<file path="config.mk">
export PLATFORM = sky130hd
export DESIGN_NAME = chaotic_iter_ctrl
export DESIGN_NICKNAME = d
export VERILOG_FILES = /design/src/rtl/chaotic_iter_ctrl.sv
export SDC_FILE = /design/constraint.sdc
export NUM_CORES = 1
export LEC_CHECK = 0
export ABC_AREA = 0
export BUFFER_PORTS_ARGS = -buffer_cell sky130_fd_sc_hd__clkbuf_2
export CAP_MARGIN = 20
export CORE_MARGIN = 2
export CORE_UTILIZATION = 54
export DETAILED_ROUTE_END_ITERATION = 10
export PLACE_DENSITY = 0.77
export SLEW_MARGIN = 20
export SYNTH_ARGS = -nofsm -noshare
export SYNTH_HDL_FRONTEND = slang
export SYNTH_SLANG_ARGS = --single-unit
export TNS_END_PERCENT = 20
</file>
<file path="constraint.sdc">
create_clock -name clk -period 2.9 [get_ports clk]
set_input_delay 0 -clock clk [delete_from_list [all_inputs] [get_ports clk]]
set_output_delay 0 -clock clk [all_outputs]
set_load 0.02 [all_outputs]
</file>
<file path="src/rtl/chaotic_iter_ctrl.sv">
// Run controller for the time-multiplexed chaotic-equation datapath.
// Issues SLOT_NUM slots per round for a programmable number of rounds,
// tracks returning results on the write side, and reports completion.
module chaotic_iter_ctrl #(
  parameter int SLOT_NUM = 245,
  parameter int ADDR_W   = 8,
  parameter int ITER_W   = 16
) (
  input  logic              clk,
  input  logic              rst,
  input  logic              start,
  input  logic [ITER_W-1:0] iter_num,
  input  logic              seed_en,
  input  logic              abort,
  input  logic              eq_n1_valid,
  output logic              eq_n_valid,
  output logic [ADDR_W-1:0] rd_addr,
  output logic              state_sel,
  output logic              wr_en,
  output logic [ADDR_W-1:0] wr_addr,
  output logic              out_valid,
  output logic              busy,
  output logic              done,
  output logic              aborted,
  output logic              err
);

  // One spare bit so a hazardous overshoot past SLOT_NUM is still counted.
  localparam int                OUT_W     = $clog2(SLOT_NUM + 1) + 1;
  localparam logic [ADDR_W-1:0] LAST_ADDR = ADDR_W'(SLOT_NUM - 1);
  localparam logic [ITER_W-1:0] ROUND_MAX = {ITER_W{1'b1}};
  localparam logic [OUT_W-1:0]  SLOT_CNT  = OUT_W'(SLOT_NUM);

  typedef enum logic [1:0] {IDLE, ISSUE, DRAIN, DONE} state_t;

  state_t            state_reg, state_next;
  logic [ADDR_W-1:0] rd_addr_reg, rd_addr_next;
  logic [ADDR_W-1:0] wr_addr_reg, wr_addr_next;
  logic [ITER_W-1:0] rd_round_reg, rd_round_next;
  logic [ITER_W-1:0] wr_round_reg, wr_round_next;
  logic [ITER_W-1:0] iter_reg, iter_next;
  logic              seed_reg, seed_next;
  logic              aborted_reg, aborted_next;
  logic              err_reg, err_next;
  logic [OUT_W-1:0]  outst_reg, outst_next;

  logic              issue;
  logic              write;
  logic              ret;
  logic [ITER_W-1:0] iter_last;

  // A slot is issued every ISSUE cycle unless abort holds it back.
  assign issue     = (state_reg == ISSUE) && !abort;
  // Results are accepted in every active state; in IDLE they are stray.
  assign write     = (state_reg != IDLE) && eq_n1_valid;
  // Only count a return against something outstanding so a stray cannot underflow.
  assign ret       = write && ((outst_reg != '0) || issue);
  assign iter_last = iter_reg - ITER_W'(1);

  // Next-state, counter and flag logic.
  always_comb begin
    state_next    = state_reg;
    rd_addr_next  = rd_addr_reg;
    rd_round_next = rd_round_reg;
    wr_addr_next  = wr_addr_reg;
    wr_round_next = wr_round_reg;
    iter_next     = iter_reg;
    seed_next     = seed_reg;
    aborted_next  = aborted_reg;
    err_next      = err_reg;
    outst_next    = outst_reg;

    if (issue) begin
      if (rd_addr_reg == LAST_ADDR) begin
        rd_addr_next = '0;
        if (rd_round_reg != ROUND_MAX) rd_round_next = rd_round_reg + ITER_W'(1);
      end else begin
        rd_addr_next = rd_addr_reg + ADDR_W'(1);
      end
    end

    if (write) begin
      if (wr_addr_reg == LAST_ADDR) begin
        wr_addr_next = '0;
        if (wr_round_reg != ROUND_MAX) wr_round_next = wr_round_reg + ITER_W'(1);
      end else begin
        wr_addr_next = wr_addr_reg + ADDR_W'(1);
      end
    end

    if (issue && !ret)      outst_next = outst_reg + OUT_W'(1);
    else if (ret && !issue) outst_next = outst_reg - OUT_W'(1);

    if ((state_reg == ISSUE) && abort) aborted_next = 1'b1;

    // Stray result, or re-reading a slot whose previous result is not yet written.
    if (((state_reg == IDLE) && eq_n1_valid) || (issue && (outst_reg >= SLOT_CNT)))
      err_next = 1'b1;

    if ((state_reg == IDLE) && start) begin
      rd_addr_next  = '0;
      rd_round_next = '0;
      wr_addr_next  = '0;
      wr_round_next = '0;
      outst_next    = '0;
      iter_next     = iter_num;
      seed_next     = seed_en;
      aborted_next  = 1'b0;
    end

    case (state_reg)
      IDLE:    if (start) state_next = (iter_num == '0) ? DONE : ISSUE;
      ISSUE: begin
        if (abort)
          state_next = DRAIN;
        else if ((rd_addr_reg == LAST_ADDR) && (rd_round_reg == iter_last))
          state_next = DRAIN;
      end
      DRAIN:   if (outst_next == '0) state_next = DONE;
      DONE:    state_next = IDLE;
      default: state_next = IDLE;
    endcase
  end

  // State and counter registers.
  always_ff @(posedge clk) begin
    if (rst) begin
      state_reg    <= IDLE;
      rd_addr_reg  <= '0;
      rd_round_reg <= '0;
      wr_addr_reg  <= '0;
      wr_round_reg <= '0;
      iter_reg     <= '0;
      seed_reg     <= 1'b0;
      aborted_reg  <= 1'b0;
      err_reg      <= 1'b0;
      outst_reg    <= '0;
    end else begin
      state_reg    <= state_next;
      rd_addr_reg  <= rd_addr_next;
      rd_round_reg <= rd_round_next;
      wr_addr_reg  <= wr_addr_next;
      wr_round_reg <= wr_round_next;
      iter_reg     <= iter_next;
      seed_reg     <= seed_next;
      aborted_reg  <= aborted_next;
      err_reg      <= err_next;
      outst_reg    <= outst_next;
    end
  end

  assign eq_n_valid = issue;
  assign rd_addr    = rd_addr_reg;
  assign state_sel  = issue && seed_reg && (rd_round_reg == '0);
  assign wr_en      = write;
  assign wr_addr    = wr_addr_reg;
  assign out_valid  = write && (wr_round_reg == iter_last) && !aborted_reg;
  assign busy       = (state_reg == ISSUE) || (state_reg == DRAIN);
  assign done       = (state_reg == DONE);
  assign aborted    = aborted_reg;
  assign err        = err_reg;

endmodule

</file>
# --- Word level (Yosys, flattened, before mapping) ---
# Cells that the tools add are included.
totals:
  regBits: 78
  latchBits: 0
  ram_bits: 0
  romBits: 0
  output_inout_bits: 24
  n_memories: 0
op_classes:
  addsub: 7
  mul: 0
  n_div: 0
  n_lt_le_gt_ge: 1
  n_eq_ne: 12
  shift: 0
  muxes: 11
  n_bitwise: 0
  n_reduce_logical: 31
op_table:
  columns: ["operator", "count"]
  rows:
  - ["$add 16x1->16 const B", 2]
  - ["$eq 16x16->1", 2]
  - ["$logic_not 16->1", 2]
  - ["$ne 16x16->1 const B", 2]
  - ["$mux 9", 3]
  - ["$add 8x1->8 const B", 2]
  - ["$eq 8x8->1 const B", 2]
  - ["$mux 8", 2]
  - ["$sub 16x1->16 const B", 1]
  - ["$logic_and 1x1->1", 14]
  - ["$mux 2", 5]
  - ["$add 9x1->9 const B", 1]
  - ["$ge 9x8->1 const B", 1]
  - ["$logic_not 9->1", 1]
  - ["$reduce_and 3->1", 3]
  - ["$reduce_bool 9->1", 1]
  - ["$sub 9x1->9 const B", 1]
  - ["$pmux 2 s4", 1]
  - ["$eq 2x2->1 const B", 2]
  - ["$logic_not 1->1", 4]
  - ["$ne 2x2->1 const B", 2]
  - ["$logic_or 1x1->1", 3]
  - ["$ne 3x2->1 const B", 1]
  - ["$eq 2x1->1 const B", 1]
  - ["other kinds (3)", 3]

# --- Logic depth before layout (Yosys ltp) ---
logic_depth:
  word_depth: 11
  depth_mapped: 13

# --- Worst setup path after synthesis ---
# OpenSTA, ideal clock, no wires.
synth_timing:
  path_kind: "reg2out"
  from: "register iter_reg[0]"
  to: "output port out_valid"
  t_arrival_ns: 3.090
  t_required_ns: 2.900
  path_slack_ns: -0.190
  stages_incl_launch_ff: 12
  n_path_buf: 1
  path_cell_list: "dfxtp_1 clkbuf_1 inv_1 ha_1 or4b_4 or4_4 xor2_1 xor2_1 nand4_1 nor3_1 nand2_1 nor4_1"
synth_via:
  elab_chain_cells: 4
synth_rtl:
  columns: ["item", "line", "text"]
  rows:
  - ["start, declared", "41", "logic [ITER_W-1:0] iter_reg, iter_next;"]
  - ["start signal, assigned", "144", "iter_reg <= iter_next;"]
  - ["$sub 16x1->16", "58", "assign iter_last = iter_reg - ITER_W'(1);"]
  - ["$eq 16x16->1", "157", "assign out_valid = write && (wr_round_reg == iter_last) && !aborted_reg;"]
  - ["$logic_and 1x1->1 (2 in a row)", "157", null]
  - ["end, declared", "21", "output logic out_valid,"]
# No other way between the ends.

# --- Final worst setup path ---
layout_timing:
  from: "register iter_reg[1]"
  to: "output port out_valid"
# The elaborated chain is that of the path after synthesis.

==> flow_summary.ini <==
[global_routing]
antenna_found_initial = 0
grt_pass1_vias = 4353
grtUsageTotal_pct = 26.1
grt_pass1_wl_mm = 20.4
gr-total-overflow = 0
grt_max_degree = 40

[drt]
dr_total_vias = 4453
ant_nets = 0
vias_per_cell = 5.83
wl_per_cell_um = 15.9
totalWireLength_mm = 12.2
drc = 0
dr.pass1.iters = 5
drt_iter0_markers = 282

[power_and_ir_drop]
p_per_area_nw_per_um2 = 724
max-vdd-ir-drop_uv = 445
p_total_uw = 4060
p_leak_uw = 0.00215

[final_layout]
syn_to_final_growth_pct = 19.7
n_antenna_cell = 0
final_area_um2 = 5610
nNetsFinal = 692
final_util_pct = 67.6
fill_cells = 676
drive_gt1_share_pct = 17.3

[sta]
rsz0062_at_grt = yes
fin_ws_ns = -0.0621
skew_ns = 0.0107
hold_violations = 0
worstMarginPinSlew_ns = 0.490
maxSlewHeadroom_pct = 66.9
period_needed_ns = 2.96
whs_ns = 0.117
setup_viol = 1
fmax_mhz = 338
final.period_utilization_pct = 102
maxSlewViolCount = 0

[critical_path]
cp.required_ns = 2.90
reg2regPathDepth = 11
cpMaxStageDelayCell = or4_4
critPathMaxFanout = 3
critPathMaxStageDelay_ns = 0.48
cp_cell_sequence = inv_1 > ha_1 > or4b_4 > or4_4 > xor2_4 > xor2_1 > nand4_1 > nor3_2 > nand2_1 > nor4_2 > buf_4
r2r-end = state_reg[1]
critical_path_class = reg2out
crit_path_end_kind = primary output
worstPathArrival_ns = 2.96
reg2reg_from = iter_reg[1]
reg2reg_slack_ns = 0
start_kind = flip-flop

[floorplan]
dieArea_um2 = 9450
rows = 33
die_x_um = 97.2
pin_count = 46
die_y_um = 97.2
start_util_pct = 56.5
core_um2 = 8300

[synthesis]
syn_inst = 586
synthFlopType = dfxtp_1
ys_types = 68
async_flop_share_pct = 0
synth_edf_count = 0
syn_avg_cell_area_um2 = 8.00
syn-num-nets = 623
synth_top_area_cell = dfxtp_1
synth_area_leaders = dfxtp_1 (33%), xnor2_1 (8.0%), xor2_1 (6.5%), nor2_1 (6.0%), nand2_1 (5.7%)
yosys.area.top_type_share_pct = 33.3
netlist_area_um2 = 4690
yosysWarningCount = 0
yosys_register_bits = 78
synth-seq-area-share_pct = 33.3

[clock_tree]
cts_buffer_depth = 2
htree_levels = 3
cts_num_sinks = 78
root_buffer = clkbuf_8
clk_latency_ns = 0.36
path_clk_slew_ns = 0.07
numCtsBuffers = 9
cts_tree = built

[job]
drv_cap = 0

[placed_design]
placed_cell_area_um2 = 5110
portBuffers = 45
dpl.hpwl_mm = 8.65
routabilityCongestion = 0.906

[hold_path]
min_to = err
hold_class = in2reg
min_from = eq_n1_valid
hold-path-cell-count = 3

[status]
status = finished with violations
violations = negative setup slack
==> report_power, final <==
part           switching [µW]  total, µW  leakage (µW)  internal, µW
Sequential                111       1270      0.000632          1150
Clock                     408       1000      0.000123           594
Combinational            1050       1800       0.00140           747
==> worst max-delay path: cells and delay by family, from the launching register on <==
family	cells	cell delay (ns)
xor gates and xnor gates	2	0.35
and+or+nand+nor	6	1.56
DFF	1	0.32
adders and majority gates	1	0.15
buffers and inverters	2	0.24
==> how the worst max path moves through the flow <==
stage                            from           end  cells after the start
after floorplan           iter_reg[0]     out_valid                     11
after global placement    iter_reg[0]  state_reg[1]                     10
after detailed placement  iter_reg[0]  state_reg[1]                     10
after CTS                 iter_reg[0]     out_valid                     11
after global routing      iter_reg[0]     out_valid                     11
final                     iter_reg[1]     out_valid                     11
==> what timing repair did <==
item                                    CTS  global route
endpoints found under the hold margin    18             0
setup buffers                             1             0
pin swaps                                 4             2
endpoints found under the setup margin    1             4
resized for setup                         6             6
hold buffers                             18             0
==> logic make-up (layout without fill, tap and decap cells) <==
| group | after synthesis | after routing | share of synthesized area (%) |
|---|---|---|---|
| compound gates | 87 | 87 | 11.8 |
| xor+xnor | 80 | 80 | 15.4 |
| fa+ha+maj | 15 | 15 | 4.00 |
| buf+inv | 51 | 124 | 4.30 |
| flops | 78 | 78 | 33.3 |
| mux | 5 | 5 | 1.07 |
| simple gates | 270 | 270 | 30.1 |
==> through the flow <==
stage,instances,TNS [ns],setup WS (ns)
after global placement,730,0,0.130
after global routing,764,-0.356,-0.207
final,764,-0.0621,-0.0621
after CTS,764,-0.0923,-0.0923
after floorplan,586,0,0.00741
after detailed placement,730,0,0.0669
==> placed cells by master, fill, tap and decap left out, drive strengths merged, types with 3 or more instances in the layout <==
master       Yosys  routed
dfxtp           78      78
nor2            75      75
nand2           71      71
clkbuf          23      54
xnor2           44      44
a21oi           40      40
xor2            35      35
buf              6      25
inv             22      22
nand3           21      21
dlygate4sd3      0      18
o21ai           16      16
nand4           15      15
ha              15      15
or3             14      14
nor3            14      14
nor4            13      13
and2             6       6
mux2i            5       5
nand2b           5       5
nor4b            5       5
and4             4       4
nand3b           4       4
nor2b            4       4
or4              4       4
nor3b            3       3
o31a             3       3
and3             3       3
and4b            3       3
bufinv           0       3
or2              3       3
==> per-layer routing <==
metal  global-route usage [%]  share of wire, %
met5                        0                 0
met4                     9.75               1.8
met3                     5.04               7.2
met2                     42.9                47
met1                     34.0                44
==> layout make-up <==
class	count	area (µm²)	area share, %
Inverter	22	82.6	1.47
Clock buffer	10	138	2.45
Multi-Input combinational cell	457	3000	53.5
Timing Repair Buffer	87	588	10.5
Tap cell	105	131	2.34
Sequential cell	78	1560	27.8
Clock inverter	5	108	1.92
==> synth_stat cells (3+ instances only) <==
| library cell | number |
|---|---|
| nor3b_1 | 3 |
| and3_1 | 3 |
| nand2b_1 | 4 |
| xor2_1 | 35 |
| or3_1 | 14 |
| nor2_1 | 75 |
| nor2b_1 | 4 |
| nand3b_1 | 4 |
| clkbuf_1 | 22 |
| inv_1 | 20 |
| nor4_2 | 4 |
| nor4b_1 | 4 |
| dfxtp_1 | 78 |
| buf_2 | 4 |
| a21oi_1 | 40 |
| o31a_1 | 3 |
| nor3_1 | 11 |
| o21ai_0 | 16 |
| xnor2_1 | 43 |
| nand3_1 | 21 |
| ha_1 | 15 |
| nor3_2 | 3 |
| nand2_1 | 71 |
| nor4_1 | 8 |
| mux2i_1 | 5 |
| and2_1 | 6 |
| nand4_1 | 15 |
| and4_1 | 4 |
| and4b_1 | 3 |
Note: power is estimated with default switching activity, not from simulation.
